==> src/rtl/om_interval_reporter.sv <==
// -----------------------------------------------------------------------------
// om_interval_reporter
//
// Drains the overflow-interval buffer to a valid/ready consumer, oldest entry
// first. A start request snapshots the buffer's write cursor and entry count.
// The reporter then walks the buffer one entry at a time:
//   - LOAD presents the index on the read port and registers the returned entry.
//   - SEND holds that beat until the consumer accepts it.
// As a result, at most one beat is produced every two cycles.
//
// Optional feature (compile-time macro OM_REPORT_SKIP_BIG_EN):
//   When defined, entries flagged "big" are dropped in LOAD without producing
//   a beat. They still count against the snapshotted entry count.
//
// Parameters:
//   SIZE   number of buffer entries (power of two)
//   IDX_W  log2(SIZE)
//
// Ports:
//   clk_i                 clock, rising edge
//   rst_i                 synchronous active-high reset (highest priority)
//   start_i               request a dump (honoured only when idle)
//   abort_i               cancel a dump in progress (beats_o is kept)
//   head_i, num_i         buffer write cursor and valid entry count
//   rd_idx_o              index driven to the buffer read port
//   ent_first_i,
//   ent_last_i,
//   ent_big_i             entry at rd_idx_o (same cycle)
//   out_valid_o,
//   out_ready_i           handshake to the consumer
//   out_first_o,
//   out_last_o,
//   out_big_o,
//   out_idx_o             payload of the current beat
//   busy_o                high whenever not idle
//   done_o                one-cycle pulse on completion
//   beats_o               beats accepted in the current/last dump
// -----------------------------------------------------------------------------
module om_interval_reporter #(
    parameter int SIZE  = 32,
    parameter int IDX_W = 5
) (
    input  logic             clk_i,
    input  logic             rst_i,
    input  logic             start_i,
    input  logic             abort_i,
    input  logic [IDX_W-1:0] head_i,
    input  logic [IDX_W:0]   num_i,
    output logic [IDX_W-1:0] rd_idx_o,
    input  logic [31:0]      ent_first_i,
    input  logic [31:0]      ent_last_i,
    input  logic             ent_big_i,
    output logic             out_valid_o,
    input  logic             out_ready_i,
    output logic [31:0]      out_first_o,
    output logic [31:0]      out_last_o,
    output logic             out_big_o,
    output logic [IDX_W-1:0] out_idx_o,
    output logic             busy_o,
    output logic             done_o,
    output logic [IDX_W:0]   beats_o
);

    typedef enum logic [1:0] {
        IDLE = 2'd0,
        LOAD = 2'd1,
        SEND = 2'd2,
        DONE = 2'd3
    } state_t;

    localparam logic [IDX_W-1:0] IDX_LAST = IDX_W'(SIZE - 1);
    localparam logic [IDX_W-1:0] IDX_ONE  = {{(IDX_W-1){1'b0}}, 1'b1};
    localparam logic [IDX_W:0]   CNT_ZERO = {(IDX_W+1){1'b0}};
    localparam logic [IDX_W:0]   CNT_ONE  = {{IDX_W{1'b0}}, 1'b1};

    state_t           state_r, state_nx_s;
    logic [IDX_W-1:0] idx_r, idx_nx_s, idx_inc_s;
    logic [IDX_W:0]   rem_r, rem_nx_s;
    logic [IDX_W:0]   beats_r, beats_nx_s;
    logic             load_s;
    logic             out_valid_r, done_r, busy_r, out_big_r;
    logic [31:0]      out_first_r, out_last_r;
    logic [IDX_W-1:0] out_idx_r;

    // Next buffer index, wrapping from the last slot back to zero.
    always_comb begin
        if (idx_r == IDX_LAST) begin
            idx_inc_s = {IDX_W{1'b0}};
        end else begin
            idx_inc_s = idx_r + IDX_ONE;
        end
    end

    // Next-state, cursor/count bookkeeping and payload-load strobe.
    always_comb begin
        state_nx_s = state_r;
        idx_nx_s   = idx_r;
        rem_nx_s   = rem_r;
        beats_nx_s = beats_r;
        load_s     = 1'b0;
        if (abort_i) begin
            state_nx_s = IDLE;
        end else begin
            case (state_r)
                IDLE: begin
                    if (start_i) begin
                        beats_nx_s = CNT_ZERO;
                        if (num_i == CNT_ZERO) begin
                            state_nx_s = DONE;
                        end else begin
                            // Oldest entry sits num slots behind the cursor; the
                            // power-of-two size makes truncation the modulo.
                            idx_nx_s   = head_i - num_i[IDX_W-1:0];
                            rem_nx_s   = num_i;
                            state_nx_s = LOAD;
                        end
                    end else begin
                        state_nx_s = IDLE;
                    end
                end
                LOAD: begin
`ifdef OM_REPORT_SKIP_BIG_EN
                    if (ent_big_i) begin
                        rem_nx_s = rem_r - CNT_ONE;
                        if (rem_r == CNT_ONE) begin
                            state_nx_s = DONE;
                        end else begin
                            idx_nx_s   = idx_inc_s;
                            state_nx_s = LOAD;
                        end
                    end else begin
                        load_s     = 1'b1;
                        state_nx_s = SEND;
                    end
`else
                    load_s     = 1'b1;
                    state_nx_s = SEND;
`endif
                end
                SEND: begin
                    if (out_ready_i) begin
                        beats_nx_s = beats_r + CNT_ONE;
                        if (rem_r == CNT_ONE) begin
                            state_nx_s = DONE;
                        end else begin
                            idx_nx_s   = idx_inc_s;
                            rem_nx_s   = rem_r - CNT_ONE;
                            state_nx_s = LOAD;
                        end
                    end else begin
                        state_nx_s = SEND;
                    end
                end
                DONE: begin
                    state_nx_s = IDLE;
                end
                default: begin
                    state_nx_s = IDLE;
                end
            endcase
        end
    end

    // State, bookkeeping and output registers; status flags follow the next state.
    always_ff @(posedge clk_i) begin
        if (rst_i) begin
            state_r     <= IDLE;
            idx_r       <= {IDX_W{1'b0}};
            rem_r       <= CNT_ZERO;
            beats_r     <= CNT_ZERO;
            out_valid_r <= 1'b0;
            done_r      <= 1'b0;
            busy_r      <= 1'b0;
            out_first_r <= 32'h0000_0000;
            out_last_r  <= 32'h0000_0000;
            out_big_r   <= 1'b0;
            out_idx_r   <= {IDX_W{1'b0}};
        end else begin
            state_r     <= state_nx_s;
            idx_r       <= idx_nx_s;
            rem_r       <= rem_nx_s;
            beats_r     <= beats_nx_s;
            out_valid_r <= (state_nx_s == SEND);
            done_r      <= (state_nx_s == DONE);
            busy_r      <= (state_nx_s != IDLE);
            if (load_s) begin
                out_first_r <= ent_first_i;
                out_last_r  <= ent_last_i;
                out_big_r   <= ent_big_i;
                out_idx_r   <= idx_r;
            end else begin
                out_first_r <= out_first_r;
                out_last_r  <= out_last_r;
                out_big_r   <= out_big_r;
                out_idx_r   <= out_idx_r;
            end
        end
    end

    assign rd_idx_o    = idx_r;
    assign out_valid_o = out_valid_r;
    assign done_o      = done_r;
    assign busy_o      = busy_r;
    assign beats_o     = beats_r;
    assign out_first_o = out_first_r;
    assign out_last_o  = out_last_r;
    assign out_big_o   = out_big_r;
    assign out_idx_o   = out_idx_r;

endmodule

==> config.mk <==
export PLATFORM = sky130hd
export DESIGN_NAME = om_interval_reporter
export DESIGN_NICKNAME = d
export VERILOG_FILES = /design/src/rtl/om_interval_reporter.sv
export SDC_FILE = /design/constraint.sdc
export NUM_CORES = 1
export LEC_CHECK = 0
export CAP_MARGIN = 5
export CORE_MARGIN = 2
export CORE_UTILIZATION = 42
export DETAILED_ROUTE_END_ITERATION = 8
export PLACE_DENSITY = 0.93
export SLEW_MARGIN = 40
export SYNTH_ARGS = -nofsm -noshare
export SYNTH_HDL_FRONTEND = slang
export SYNTH_SLANG_ARGS = --single-unit
==> constraint.sdc <==
create_clock -name clk_i -period 2.05 [get_ports clk_i]
set_input_delay 0.3075 -clock clk_i [delete_from_list [all_inputs] [get_ports clk_i]]
set_output_delay 0.3075 -clock clk_i [all_outputs]
set_load 0.02 [all_outputs]
==> Word-level counts from Yosys, hierarchy flattened <==
Cells that the tools add are included.
{ "word_totals": {"wordCells": 55, "output_inout_bits": 84, "inputBits": 81, "register_bits": 92} }
{ "classes": {"n_mux": 22, "n_addsub": 4, "bitwise": 1, "n_reduce_logical": 6, "eq_ne": 11} }
{ "op_table": {"columns": ["op", "n"], "rows": [
  ["6-bit 2-to-1 mux", 6],
  ["5-bit 2-to-1 mux", 5],
  ["6-bit one-hot mux with 2 select lines", 2],
  ["2-bit 2-to-1 mux", 5],
  ["5-bit one-hot mux with 2 select lines", 1],
  ["2-bit equality test (second input constant)", 4],
  ["2-bit != test (second input constant)", 4],
  ["2-bit one-hot mux with 4 select lines", 1],
  ["6-bit by 1-bit adder with 6-bit output (second input constant)", 1],
  ["6-bit by 1-bit equality test with 1-bit output (second input constant)", 1],
  ["6-bit zero test", 1],
  ["6-bit AND reduction", 1],
  ["6-bit by 1-bit subtractor with 6-bit output (second input constant)", 1],
  ["5-bit by 1-bit adder with 5-bit output (second input constant)", 1],
  ["5-bit equality test (second input constant)", 1],
  ["5-bit subtractor", 1],
  ["4-bit AND reduction", 1],
  ["2-bit nonzero test", 2],
  ["2-bit by 1-bit equality test with 1-bit output (second input constant)", 1],
  ["2-bit zero test", 1],
  ["1-bit 2-to-1 mux", 2],
  ["1-bit NOT", 1]
]} }

==> Depth between registers and ports, before layout <==
{ "depth": {"ltp_word": 6, "depth_mapped": 9, "mapped_depth_nobuf": 9} }

==> Least setup slack after synthesis <==
OpenSTA, ideal clock, no wires.
{ "synth_path": {"path_kind": "input to register", "start": "input port head_i[0]", "end": "register idx_r[4], in the netlist rd_idx_o[4]", "n_path_buf": 0, "t_required_ns": 1.959, "t_arrival_ns": 1.657, "stages": 9, "setup_slack_ns": 0.303, "setup_time_ns": 0.091, "cell_sequence": "inv_1 > ha_1 > inv_1 > fa_1 > a21o_1 > a21oi_1 > xnor2_1 > nand2_1 > a311oi_1"} }
{ "synth_via": {"elab_chain_len": 4} }
{ "synth_rtl": {"columns": ["element", "line_no", "rtl"], "rows": [
  ["start, declared", "47", "input logic [IDX_W-1:0] head_i,"],
  ["5-bit subtractor", "113", "idx_nx_s = head_i - num_i[IDX_W-1:0];"],
  ["5-bit 2-to-1 mux", "108", "if (num_i == CNT_ZERO) begin"],
  ["5-bit 2-to-1 mux", "106", "if (start_i) begin"],
  ["5-bit one-hot mux with 2 select lines", "104", "case (state_r)"],
  ["end signal, assigned", "168", "idx_r <= {IDX_W{1'b0}};"],
  ["end signal, assigned", "180", "idx_r <= idx_nx_s;"],
  ["end, declared", "77", "logic [IDX_W-1:0] idx_r, idx_nx_s, idx_inc_s;"]
]} }
Every way passes these cells. The select of a mux whose other input is x is not followed.
A chain may end at the register's enable or synchronous reset.

==> Worst setup path in the final report <==
{ "layout_path": {"start": "input port num_i[0]", "end": "register idx_r[4], in the netlist rd_idx_o[4]"} }
{ "layout_via": {"elab_chain_len": 4, "elab_cells_between_ends": 7, "classes_between": "1 x add/sub; 1 x eq/ne; 3 x mux; 2 x reduce/logical"} }
{ "layout_rtl": {"columns": ["element", "line_no", "rtl"], "rows": [
  ["start, declared", "48", "input logic [IDX_W:0] num_i,"],
  ["5-bit subtractor", "113", null],
  ["5-bit 2-to-1 mux", "108", null],
  ["5-bit 2-to-1 mux", "106", null],
  ["5-bit one-hot mux with 2 select lines", "104", null]
]} }
Several ways; a longest one is shown, not always the timed one. The select of a mux whose other input is x is not followed.

==> implementation parameters <==
Parameter                              Value

Status
  Status ... finished clean

Pwr
  Net switching share of the total power ... 0.248
  Fraction of power consumed by combinational cells ... 0.146
  Total internal power ... 2.72 mW
  Static leakage power ... 2.02 nW
  Switching power total ... 897 uW
  Pwr Density ... 635 nW/um^2
  Clock network power share ... 0.337
  Sequential power share ... 0.517
  Largest voltage drop on the vdd net ... 0.000396 V

Floorplanning
  Die width ... 97.7 um
  Starting density of the core ... 0.427
  Number of rows in the core area ... 34
  I/O pins ... 165
  Vert. Die Dim ... 97.7 um
  Core footprint ... between 8000 and 9000 um^2
  Total Die Area ... about 9500 um^2

Final layout
  Final net count ... between 700 and 800
  Count of non-filler cells in the finished layout ... 736
  Storage element area ... 1840 um^2
  Area growth from synthesis to layout ... 54.5%
  Share of layout cells above drive strength 1 ... 0.0621
  Footprint of the multi-input gates ... 1670 um^2
  Fillers ... 703
  Number of diodes ... 0

Placement
  Final RePlAce weighted congestion ... between 0.8 and 0.9
  I/O Buffers ... 164
  Half-perimeter wire length of the detailed placement result ... 7480 um
  Number of placed cells counting well taps ... 721

Worst setup path
  Start-to-end type of the worst setup path ... primary input to register
  Slack of the worst reg-to-reg path ... 0.30 ns
  Worst flop-to-flop path endpoint ... rd_idx_o[4]
  Start of the worst register-to-register path ... state_r[1]
  WP data arrival ... between 2 and 2.5 ns
  Category of the worst setup path launch point ... primary input
  Critical path required time ... 2.30 ns
  Max FO, Critical Path ... 2
  Largest incremental delay on the critical path ... 0.48 ns
  Number of cells on the worst reg-to-reg path ... 5
  CP Capture Type ... register
  Max stage delay cell, worst path ... clkdlybuf4s50_1
  Critical-path cell list ... clkdlybuf4s50_1 -> ha_1 -> inv_1 -> fa_1 -> a21o_1 -> a21oi_1 -> xnor2_1 -> nand2_1 -> a311oi_1

Synthesis
  Unique masters post-synth ... 40
  Gate count of the mapped netlist ... 465
  Post-synthesis async set-or-reset flop share ... 0
  Count of yosys warnings during synthesis ... 0
  Top FF cell, synth ... dfxtp_1
  Yosys reg bits ... 92
  Most common library cells after synthesis ... nand2_1, dfxtp_1, a21oi_1
  Cell with the most instances after synthesis ... nand2_1
  Part of the Yosys area used for sequential elements ... 0.500
  Number of enable flip-flop cells after synthesis ... 0
  Mapped Area ... ~3700 um^2
  Area fraction of the dominant cell type after synthesis ... 0.500
  Average cell area after synthesis ... 7.93 um^2
  Cell types occupying the most area after synthesis ... dfxtp_1, nand2_1, a21oi_1
  Post-synthesis cell type with the largest combined area ... dfxtp_1
  Net count of the mapped netlist ... about 560

Detailed routing
  Number of nets still failing antenna checks after routing ... 0
  First-pass DRT Iterations ... 4
  Count of vias placed by the detailed router ... 3755
  Average via count per standard cell ... 5.10
  Initial drt markers ... about 120
  Post-route DRC violation count ... 0
  Final wirelength ... 10100 um
  Routed wirelength normalized by instance count ... around 14 um

Clock tree
  Clock latency reported for the late side of the worst-skew pair ... 0.34 ns
  Clock slew at reported path FFs ... 0.09 ns
  Buffer type at the clock tree root ... clkbuf_8
  TritonCTS clock tree ... yes
  Setup Buffers After CTS ... 0
  Total clock buffers created by CTS ... 9
  Post-cts repair resize count ... 0
  Count of clock tree sinks ... 92
  CTS Hold Buffers Added ... 0
  Buffers from clock root to sink, at most ... 2
  Maximum level of the CTS H-tree ... 3

STA
  Slew Limit Headroom ... 0.725
  Crit share post-route ... 0.953
  Hold WS ... approximately 0.27 ns
  Final count of negative-setup-slack endpoints ... 0
  RSZ-0062 raised after global routing ... false
  Hold Vio Cnt, Final ... 0
  Upper clock frequency limit ... 512 MHz
  Tightest Pin Transition ... 0.413 ns
  Max-slew violation total from the final report ... 0
  Shortest period the worst path allows ... approximately 2.0 ns
  Fin Clk Skew ... 0.0113 ns

Worst hold path
  Hold path start ... rst_i
  Worst Hold Class ... primary input to register
  Cell depth of the worst hold path ... 2
  Hold path endpoint ... out_idx_o[3]

Global routing
  Overflow left after global routing ... 0
  Antenna violations before repair ... 0
  Number of global-route vias before repair ... 3561
  Wire length of the first global-routing pass ... 16400 um
  Pin count of the biggest net entering global routing ... 41
  Tot GR Track Use ... 0.205

Flow run
  Maximum capacitance violations ... 0
[worst max-delay path by stage]
stage / from / end / slack (ns) / cells past startpoint
after floorplan: head_i[0] / rd_idx_o[4] / 0.30 / 9
after global placement: num_i[0] / rd_idx_o[4] / -0.20 / 9
after detailed placement: num_i[0] / rd_idx_o[4] / -0.25 / 9
after CTS: num_i[0] / rd_idx_o[4] / 0.11 / 9
after global routing: num_i[0] / rd_idx_o[4] / 0.002 / 9
final: num_i[0] / rd_idx_o[4] / 0.1 / 9
[per-stage QoR]
step	utilization	setup TNS, ns	power [mW]	cell area (um^2)	worst slack [ns]
after floorplan	-	0	2.13	3690	0.303
after global placement	0.636	-0.315	2.42	5500	-0.195
after detailed placement	0.636	-0.915	2.43	5500	-0.252
after CTS	0.659	0	3.64	5690	0.108
after global routing	0.659	0	3.75	5690	0.00180
final	0.659	0	3.61	5690	0.0968
[critical path: cells and delay by family]
family                     cells  cell delay, ns
buffers and inverters          2            0.53
xor gates and xnor gates       1            0.13
adders and majority gates      2            0.53
AOI/OAI and AO/OA              3            0.63
and+or+nand+nor                1            0.06
[sequential cells by signal (all words and copies together), names as in the netlist]
register / count
beats_o: 6
rd_idx_o: 5
rem_r: 6
out_idx_o: 5
out_big_o: 1
out_valid_o: 1
out_last_o: 32
out_first_o: 32
busy_o: 1
state_r: 2
done_o: 1
[power groups by stage]
stage	Combinational (mW)	Clock [mW]	Sequential [mW]
after floorplan	0.189	0	1.94
after global placement	0.512	0	1.91
after detailed placement	0.526	0	1.91
after CTS	0.529	1.25	1.87
after global routing	0.568	1.31	1.88
final	0.527	1.22	1.87
[kinds of logic (layout without fill, tap and decap cells)]
group	Yosys count	in the layout	synth area share
AO/OA/AOI/OAI	102	102	0.151
XOR/XNOR	9	9	0.0214
adder cells (fa/ha/maj)	10	10	0.0360
buffers and inverters	41	204	0.0479
flip-flops	92	92	0.500
multiplexers	1	1	0.00272
AND/OR/NAND/NOR	210	210	0.241
[final cells by class]
class / instances / area share
Clock buffer: 10 / 0.0242
Clock inverter: 5 / 0.0108
Inverter: 8 / 0.00527
Multi-Input combinational cell: 332 / 0.294
Sequential cell: 92 / 0.323
Tap cell: 108 / 0.0237
Timing Repair Buffer: 181 / 0.319
[layout by cell type, fill, tap and decap left out, drive strengths merged, types with 3 or more instances in the layout]
master,Yosys,routed
a211oi,3,3
nor2,21,21
nor3,11,11
dfxtp,92,92
nand2b,3,3
nand2,155,155
xnor2,4,4
xor2,5,5
o21ai,8,8
buf,9,18
inv,8,9
clkdlybuf4s50,0,163
ha,9,9
nand3,5,5
a21oi,79,79
clkbuf,24,10
clkinvlp,0,3
[layer usage]
| metal | share of wire | GRT usage | vias to the layer above |
|---|---|---|---|
| li1 | - | - | 1857 |
| met1 | 0.42 | 0.246 | 1734 |
| met2 | 0.49 | 0.356 | 143 |
| met3 | 0.065 | 0.0525 | 21 |
| met4 | 0.024 | 0.0705 | 0 |
| met5 | 0 | 0 | - |
No activity file was read; power rests on OpenSTA's default activity.
